===== src/rtl/alu_op_sequencer.sv =====
// Button-driven load sequencer for the ALU: debounces three push-buttons and
// steps operand A, operand B and opcode into the ALU registers, then captures the result.
module alu_op_sequencer #(
  parameter int NBITS      = 8,
  parameter int COD_OP     = 6,
  parameter int DEB_CYCLES = 4
) (
  input  logic              clk,
  input  logic              rst_n,
  input  logic [2:0]        pulsador,
  input  logic [NBITS-1:0]  entrada,
  input  logic [NBITS-1:0]  alu_result,
  output logic [NBITS-1:0]  o_a,
  output logic [NBITS-1:0]  o_b,
  output logic [COD_OP-1:0] o_cod_op,
  output logic [NBITS-1:0]  o_result,
  output logic              o_valid,
  output logic [2:0]        o_estado
);

  localparam int CNT_W = (DEB_CYCLES > 1) ? $clog2(DEB_CYCLES) : 1;
  localparam logic [CNT_W-1:0] CNT_MAX = CNT_W'(DEB_CYCLES - 1);

  typedef enum logic [2:0] {
    S_A    = 3'd0,
    S_B    = 3'd1,
    S_OP   = 3'd2,
    S_CALC = 3'd3,
    S_RES  = 3'd4
  } state_t;

  state_t state, state_n;

  logic [2:0]       sync_ff1;
  logic [2:0]       sync_ff2;
  logic [2:0]       deb;
  logic [2:0]       deb_q;
  logic [CNT_W-1:0] cnt [3];
  logic [2:0]       press;

  logic [NBITS-1:0]  a_n;
  logic [NBITS-1:0]  b_n;
  logic [COD_OP-1:0] op_n;
  logic [NBITS-1:0]  res_n;
  logic              valid_n;

  always_ff @(posedge clk) begin
    if (!rst_n) begin
      sync_ff1 <= '0;
      sync_ff2 <= '0;
    end else begin
      sync_ff1 <= pulsador;
      sync_ff2 <= sync_ff1;
    end
  end

  // A level change is accepted only after DEB_CYCLES consecutive disagreeing samples.
  always_ff @(posedge clk) begin
    if (!rst_n) begin
      deb   <= '0;
      deb_q <= '0;
      for (int unsigned i = 0; i < 3; i++) begin
        cnt[i] <= '0;
      end
    end else begin
      deb_q <= deb;
      for (int unsigned i = 0; i < 3; i++) begin
        if (sync_ff2[i] != deb[i]) begin
          if (cnt[i] == CNT_MAX) begin
            deb[i] <= sync_ff2[i];
            cnt[i] <= '0;
          end else begin
            cnt[i] <= cnt[i] + 1'b1;
          end
        end else begin
          cnt[i] <= '0;
        end
      end
    end
  end

  assign press = deb & ~deb_q;

  always_ff @(posedge clk) begin
    if (!rst_n) begin
      state    <= S_A;
      o_a      <= '0;
      o_b      <= '0;
      o_cod_op <= '0;
      o_result <= '0;
      o_valid  <= 1'b0;
    end else begin
      state    <= state_n;
      o_a      <= a_n;
      o_b      <= b_n;
      o_cod_op <= op_n;
      o_result <= res_n;
      o_valid  <= valid_n;
    end
  end

  // Only the press expected by the current state is acted on; all others are dropped.
  always_comb begin
    state_n = state;
    a_n     = o_a;
    b_n     = o_b;
    op_n    = o_cod_op;
    res_n   = o_result;
    valid_n = o_valid;
    case (state)
      S_A: begin
        if (press[0]) begin
          a_n     = entrada;
          state_n = S_B;
        end
      end
      S_B: begin
        if (press[1]) begin
          b_n     = entrada;
          state_n = S_OP;
        end
      end
      S_OP: begin
        if (press[2]) begin
          op_n    = entrada[COD_OP-1:0];
          state_n = S_CALC;
        end
      end
      S_CALC: begin
        res_n   = alu_result;
        valid_n = 1'b1;
        state_n = S_RES;
      end
      S_RES: begin
        if (press[0]) begin
          a_n     = entrada;
          valid_n = 1'b0;
          state_n = S_B;
        end
      end
      default: state_n = S_A;
    endcase
  end

  assign o_estado = state;

endmodule


===== config.mk =====
export PLATFORM = sky130hd
export DESIGN_NAME = alu_op_sequencer
export DESIGN_NICKNAME = d
export VERILOG_FILES = /design/src/rtl/alu_op_sequencer.sv
export SDC_FILE = /design/constraint.sdc
export NUM_CORES = 1
export LEC_CHECK = 0
export CAP_MARGIN = 20
export CORE_ASPECT_RATIO = 1.4
export CORE_MARGIN = 2
export CORE_UTILIZATION = 47
export DETAILED_ROUTE_END_ITERATION = 8
export PLACE_DENSITY = 0.89
export SLEW_MARGIN = 20
export SYNTH_ARGS = -nofsm -noshare
export SYNTH_HDL_FRONTEND = slang
export SYNTH_SLANG_ARGS = --single-unit

===== constraint.sdc =====
create_clock -name clk -period 1.51 [get_ports clk]
set_input_delay 0.302 -clock clk [delete_from_list [all_inputs] [get_ports clk]]
set_output_delay 0.302 -clock clk [all_outputs]
set_load 0.01 [all_outputs]

==> summary.txt <==
Timing
  – Setup violators final: 0
  – Clock Skew: 0.0113 ns
  – Setup TNS: 0 ns
  – Final period util: 97.3%
  – Hold Vio Cnt, Final: 0
  – Fin. max-slew vios: 0
  – Highest Clock Rate: 680 MHz
  – Final WS setup: 0.0401 ns
  – RSZ-0062 raised after global routing: no
  – Final min period: 1.47 ns

Detailed routing
  – Detailed-route via count: 1,507
  – First-pass detailed-route iteration total: 6
  – First-iteration detailed-routing DRC count: 85
  – Final ANT Viol Nets: 0
  – Via/cell ratio: 5.09
  – WL/cell: 14.1 um
  – DRC: 8
  – Final wirelength: 4.18 mm

Setup path
  – Crit-path max cell delay: 0.53 ns
  – Data arrival, critical path: 1.17 ns
  – Worst setup SP type: register
  – Critical Path Sink Type: output port
  – Slowest CP cell: clkdlybuf4s50_1
  – Buf/Inv on CP: 1
  – Cells along the critical path: clkdlybuf4s50_1
  – CP top delay family: buffers and inverters
  – CP Max Fanout: 2
  – Setup CP Type: register to output port
  – Worst endpoint required time: 1.21 ns

Clocking
  – Clock-pin transition on the worst setup and hold timing paths: 0.10 ns
  – CTS Buffer Depth: 2
  – Post-cts gate resize count: 11
  – Setup bufs post-CTS: 0
  – H-tree depth: 2
  – Num CTS Buffers: 5
  – Clock Latency Late Sink: 0.30 ns
  – Clk root buf: clkbuf_8
  – Post-cts hold buffer count: 0
  – # clock sinks: 52
  – CTS tree: built

Pwr
  – Pwr/cell area: 868 nW/um^2
  – Leakage: 1.60 nW
  – Combinational power share: 5.6%
  – Peak supply drop: 0.000538 V
  – Switching power total: 0.511 mW
  – Internal power: 1.86 mW
  – Tot Pwr: 2.37 mW
  – Sw frac: 21.5%
  – Clock share of power: 34.5%
  – Share of power burned in registers: 59.9%

Die
  – Die width: 58.6 um
  – Initial core utilization: 49.2%
  – Die ar.: 4720 um^2
  – Io pins: 55
  – # rows: 27
  – Total core area: 3990 um^2
  – Die Ht: 80.5 um

Min path
  – HP Class: register to register

Logic synthesis
  – Netlist Area Pre-Place: 1960 um^2
  – Post-synthesis cell count: 188
  – Synth Warn #: 0
  – Main synth FF type: dfxtp_1
  – Post-synth EDFFs: 6
  – Mapped Avg Cell Area: 10.4 um^2
  – #FFs+latches synth: 52
  – Synth async-reset ratio: 0%
  – Unique masters post-synth: 30
  – Sequential element share of the synthesized area: 56.1%

Place
  – Routability Congestion: 0.761
  – Dpl ws: 0.0166 ns
  – Detail Placement HPWL: 3.11 mm
  – Number of I/O port buffers: 54

Layout
  – Layout Nets: 276
  – Most common cell after layout, fill and taps aside: dfxtp_1
  – Layout cell share with drive strength beyond 1: 9.88%
  – Most frequent cells in the layout: dfxtp_1 (43), nand2_1 (38), mux2i_1 (26)
  – Area Growth Syn to Fin: 39.3%
  – Inserted Diodes: 0
  – Filler Cells Inserted: 300

Global route
  – GRT Resource Usage Total: 19.5%
  – GRT overflow: 0
  – Initial antenna violation count: 0
  – Number of global-route vias before repair: 1,632
  – Largest net degree at the start of global routing: 33
  – First-pass GRT wire length: 6.95 mm

Run status
  – Status: finished, violations left
  – Violated checks: design-rule violations

Job
  – Max-cap violations: 0
-- per-layer routing --
metal  global-route usage [%]  wire length, um  up-vias
met2                     35.7             2240       54
met3                     6.28              283       11
li1                         -                -      749
met5                        0                0        -
met1                     19.1             1580      693
met4                     9.77               84        0
-- per-stage QoR --
stage               cell area (um^2)  hold WS [ns]  std cells  utilization [%]
finish                          2740         0.439        296             68.6
global route                    2740         0.455        296             68.6
CTS                             2670         0.442        296             67.0
detailed placement              2580         0.422        288             64.8
global placement                2580         0.415        288             64.8
floorplan                       1980         0.412        193                -
-- registers in the layout (all words and copies together) (netlist names) --
register / cells
o_b: 8
deb_q: 3
o_cod_op: 6
deb: 3
o_valid: 1
o_estado: 3
cnt: 6
o_result: 8
o_a: 8
sync_ff2: 3
sync_ff1: 3
-- final cells by class --
cell class                      count  area [um^2]  area share [%]
Inverter                            2         7.51           0.274
Timing Repair Buffer               64          668            24.4
Clock buffer                        6         82.6            3.02
Clock inverter                      2         12.5           0.457
Multi-Input combinational cell    127          806            29.5
Tap cell                           43         53.8            1.97
Sequential cell                    52         1100            40.4
-- kinds of logic (layout without fill, tap and decap cells) --
group | after synthesis | count (layout) | share of synthesized area, %
AO/OA/AOI/OAI | 11 | 11 | 3.19
XOR/XNOR | 3 | 3 | 1.34
adder cells (fa/ha/maj) | 3 | 3 | 1.91
buffers and inverters | 14 | 74 | 3.82
flip-flops | 52 | 52 | 56.1
multiplexers | 26 | 26 | 13.3
other | 1 | 6 | 0.191
AND/OR/NAND/NOR | 78 | 78 | 20.2
-- synthesized netlist by cell type (all sizes together), types with 3 or more instances --
library cell / n / share of area, %
a21oi: 9 / 2.3
and2: 9 / 2.9
buf: 8 / 2.7
clkbuf: 4 / 0.76
dfxtp: 46 / 47
edfxtp: 6 / 9.2
ha: 3 / 1.9
mux2i: 26 / 13
nand2: 38 / 7.3
nand2b: 3 / 0.96
nor2: 13 / 2.5
nor4: 3 / 0.96
nor4b: 4 / 2.5
xnor2: 3 / 1.3
-- power by group through the flow --
stage               clock, mW  combinational [mW]  sequential (mW)
detailed placement          0               0.133             1.46
global placement            0               0.130             1.45
floorplan                   0              0.0564             1.45
CTS                     0.838               0.133             1.42
global route            0.890               0.147             1.43
finish                  0.818               0.134             1.42
-- final timing paths --
path	to	slack, ns	cells past startpoint	start
max	o_b[7]	0.04	1	o_b[7]
min	sync_ff2[2]	0.44	1	sync_ff1[2]
max reg2reg	o_a[2]	0.22	5	o_estado[0]
min reg2reg	sync_ff2[2]	0.44	1	sync_ff1[2]
Note: power is estimated with default switching activity, not from simulation.
==> RTL edit, RTL diff (same flow settings) <==
Register the output `o_a` once more, cleared by the reset; this adds one clock of latency there. The other outputs are not delayed to match.
--- a/src/rtl/alu_op_sequencer.sv
+++ b/src/rtl/alu_op_sequencer.sv
@@ -28,6 +28,8 @@
     S_CALC = 3'd3,
     S_RES  = 3'd4
   } state_t;
+
+  logic [NBITS-1:0] o_a_s0;
 
   state_t state, state_n;
 
@@ -84,14 +86,14 @@
   always_ff @(posedge clk) begin
     if (!rst_n) begin
       state    <= S_A;
-      o_a      <= '0;
+      o_a_s0   <= '0;
       o_b      <= '0;
       o_cod_op <= '0;
       o_result <= '0;
       o_valid  <= 1'b0;
     end else begin
       state    <= state_n;
-      o_a      <= a_n;
+      o_a_s0   <= a_n;
       o_b      <= b_n;
       o_cod_op <= op_n;
       o_result <= res_n;
@@ -102,7 +104,7 @@
   // Only the press expected by the current state is acted on; all others are dropped.
   always_comb begin
     state_n = state;
-    a_n     = o_a;
+    a_n     = o_a_s0;
     b_n     = o_b;
     op_n    = o_cod_op;
     res_n   = o_result;
@@ -144,5 +146,13 @@
 
   assign o_estado = state;
 
+  always_ff @(posedge clk) begin
+    if (!rst_n) begin
+      o_a <= '0;
+    end else begin
+      o_a <= o_a_s0;
+    end
+  end
+
 endmodule
 
Formal check against the unedited RTL: not equivalent (a bounded check fails within 10 cycles, from zero or initial values and one cycle with rst_n low).
==> RTL edit against the unedited design <==
  * Sequential cell count increased by 8
  * Area after synthesis grew 11%
  * Power increased by 39%
  * Critical endpoint is now o_a[5]
  * Worst setup slack worse by 3.2 ps
  * Cell area up 11%
  * Register-to-register slack worse by 80 ps
  * Wire length up 9.0%
  * Highest routed layer unchanged
  * Synthesized cell count up 8.5%
==> RTL edit: results <==
{
  "post_cts_resized": 25,
  "synthDistinctLibCells": 31,
  "clock_latency_ps": 340,
  "filler_cell_count": 376,
  "postSynth.asyncResetShare_pct": 0,
  "gp_congestion": 0.7723,
  "power.net_switching_uw": 662.5,
  "synth_compound_gate_area_share_pct": 2.874,
  "clk_pin_slew_worst_paths_ps": 60,
  "slowest_stage_cell_on_the_critical_path": "sky130_fd_sc_hd__clkdlybuf4s50_1",
  "cts_inserted_buffers": 9,
  "final_nets": 298,
  "synthMuxAreaShare_pct": 11.95,
  "violation_count_after_the_first_detailed_route_iteration": 57,
  "outcome": "finished, final reports clean",
  "peak_supply_drop_mv": 0.7941,
  "clockRootBuffer": "sky130_fd_sc_hd__clkbuf_8",
  "yosysWarnings": 0,
  "cp_data_arrival_time_ps": 1170,
  "first_pass_iters": 5,
  "synth-adder-area-share_pct": 1.724,
  "yosys-top-cells-area": "sky130_fd_sc_hd__dfxtp_1 (50%), sky130_fd_sc_hd__mux2i_1 (12%), sky130_fd_sc_hd__edfxtp_1 (8.3%)",
  "crit_path_max_cell_delay_ps": 530,
  "drc": 0,
  "synth-edff-count": 6,
  "htree_num_levels": 3,
  "grt_max_degree": 26,
  "final_layout_size_suffix_gt1_share_pct": 12.23,
  "cts_setup_buffers": 0,
  "p_leak_nw": 1.420,
  "buffer_levels_on_the_longest_clock_path": 2,
  "grtUsageTotal_pct": 19.75,
  "clock_skew_ps": 7.961,
  "synthTopCellsByCount": "sky130_fd_sc_hd__dfxtp_1 (54), sky130_fd_sc_hd__nand2_1 (38), sky130_fd_sc_hd__mux2i_1 (26), sky130_fd_sc_hd__and2_1 (17), sky130_fd_sc_hd__nor2_1 (13)",
  "critPathTopFamily": "buffers and inverters",
  "antenna_found_initial": 0,
  "seq_area_frac_synth_pct": 57.93,
  "antennaDiodeCount": 0,
  "dp_hpwl_um": 3059,
  "highest_fanout_seen_on_the_critical_path": 1,
  "worstHoldPathType": "flop to flop",
  "routedWlPerCell_um": 13.40,
  "vias": 1639,
  "post_synth_xor_area_fraction_pct": 1.207,
  "post-place-ws_ps": -28.94,
  "grt_pass1_wl_um": 7383,
  "port-buffer-count": 54
}
RTL edit: per-layer routing:
metal	GRT usage [%]	share of wire (%)	vias up
li1	-	-	807
met4	11.41	3.1	0
met3	5.085	4.9	15
met2	32.63	54	53
met1	21.89	38	764
met5	0	0	-
RTL edit: worst paths after layout:
| check | slack, ps | end | from | cells after the start |
|---|---|---|---|---|
| setup / recovery | 40 | o_a[5] | o_a[5] | 1 |
| hold / removal | 440 | sync_ff2[0] | sync_ff1[0] | 1 |
| setup reg to reg | 140 | o_b[4] | o_estado[1] | 4 |
| hold reg to reg | 440 | sync_ff2[0] | sync_ff1[0] | 1 |
RTL edit: final cells by class:
| class | instances | area (um^2) | area share (%) |
|---|---|---|---|
| multi-input combinational | 135 | 857.1 | 28.11 |
| tap | 62 | 77.57 | 2.544 |
| timing repair buffer | 66 | 621.8 | 20.39 |
| inverter | 2 | 7.507 | 0.2462 |
| clock buffer | 12 | 176.4 | 5.786 |
| clock inverter | 3 | 41.29 | 1.354 |
| sequential | 60 | 1267 | 41.57 |
RTL edit: power by group through the flow:
stage	Sequential [mW]	Clock, mW	Combinational, mW
floorplan	1.67	0	0.0573
global placement	1.67	0	0.132
detailed placement	1.67	0	0.136
CTS	1.63	1.56	0.139
global route	1.64	1.62	0.151
finish	1.63	1.53	0.138
RTL edit: per-stage QoR:
stage | area [um^2] | utilization (%) | cells | TNS, ps | hold slack [ps]
after floorplan | 2196 | - | 209 | 0 | 411.9
after global placement | 2834 | 62.99 | 325 | 0 | 417.0
after detailed placement | 2834 | 62.99 | 325 | -29.68 | 419.0
after CTS | 3032 | 67.38 | 340 | 0 | 437.2
after global routing | 3049 | 67.77 | 340 | 0 | 469.1
final | 3049 | 67.77 | 340 | 0 | 435.7
RTL edit: cell families (layout without fill, tap and decap cells):
family | count (synthesis) | in the layout
flops | 60 | 60
mux | 26 | 26
fa+ha+maj | 3 | 3
compound gates | 11 | 11
simple gates | 86 | 86
xor+xnor | 3 | 3
buf+inv | 14 | 83
other cells | 1 | 6
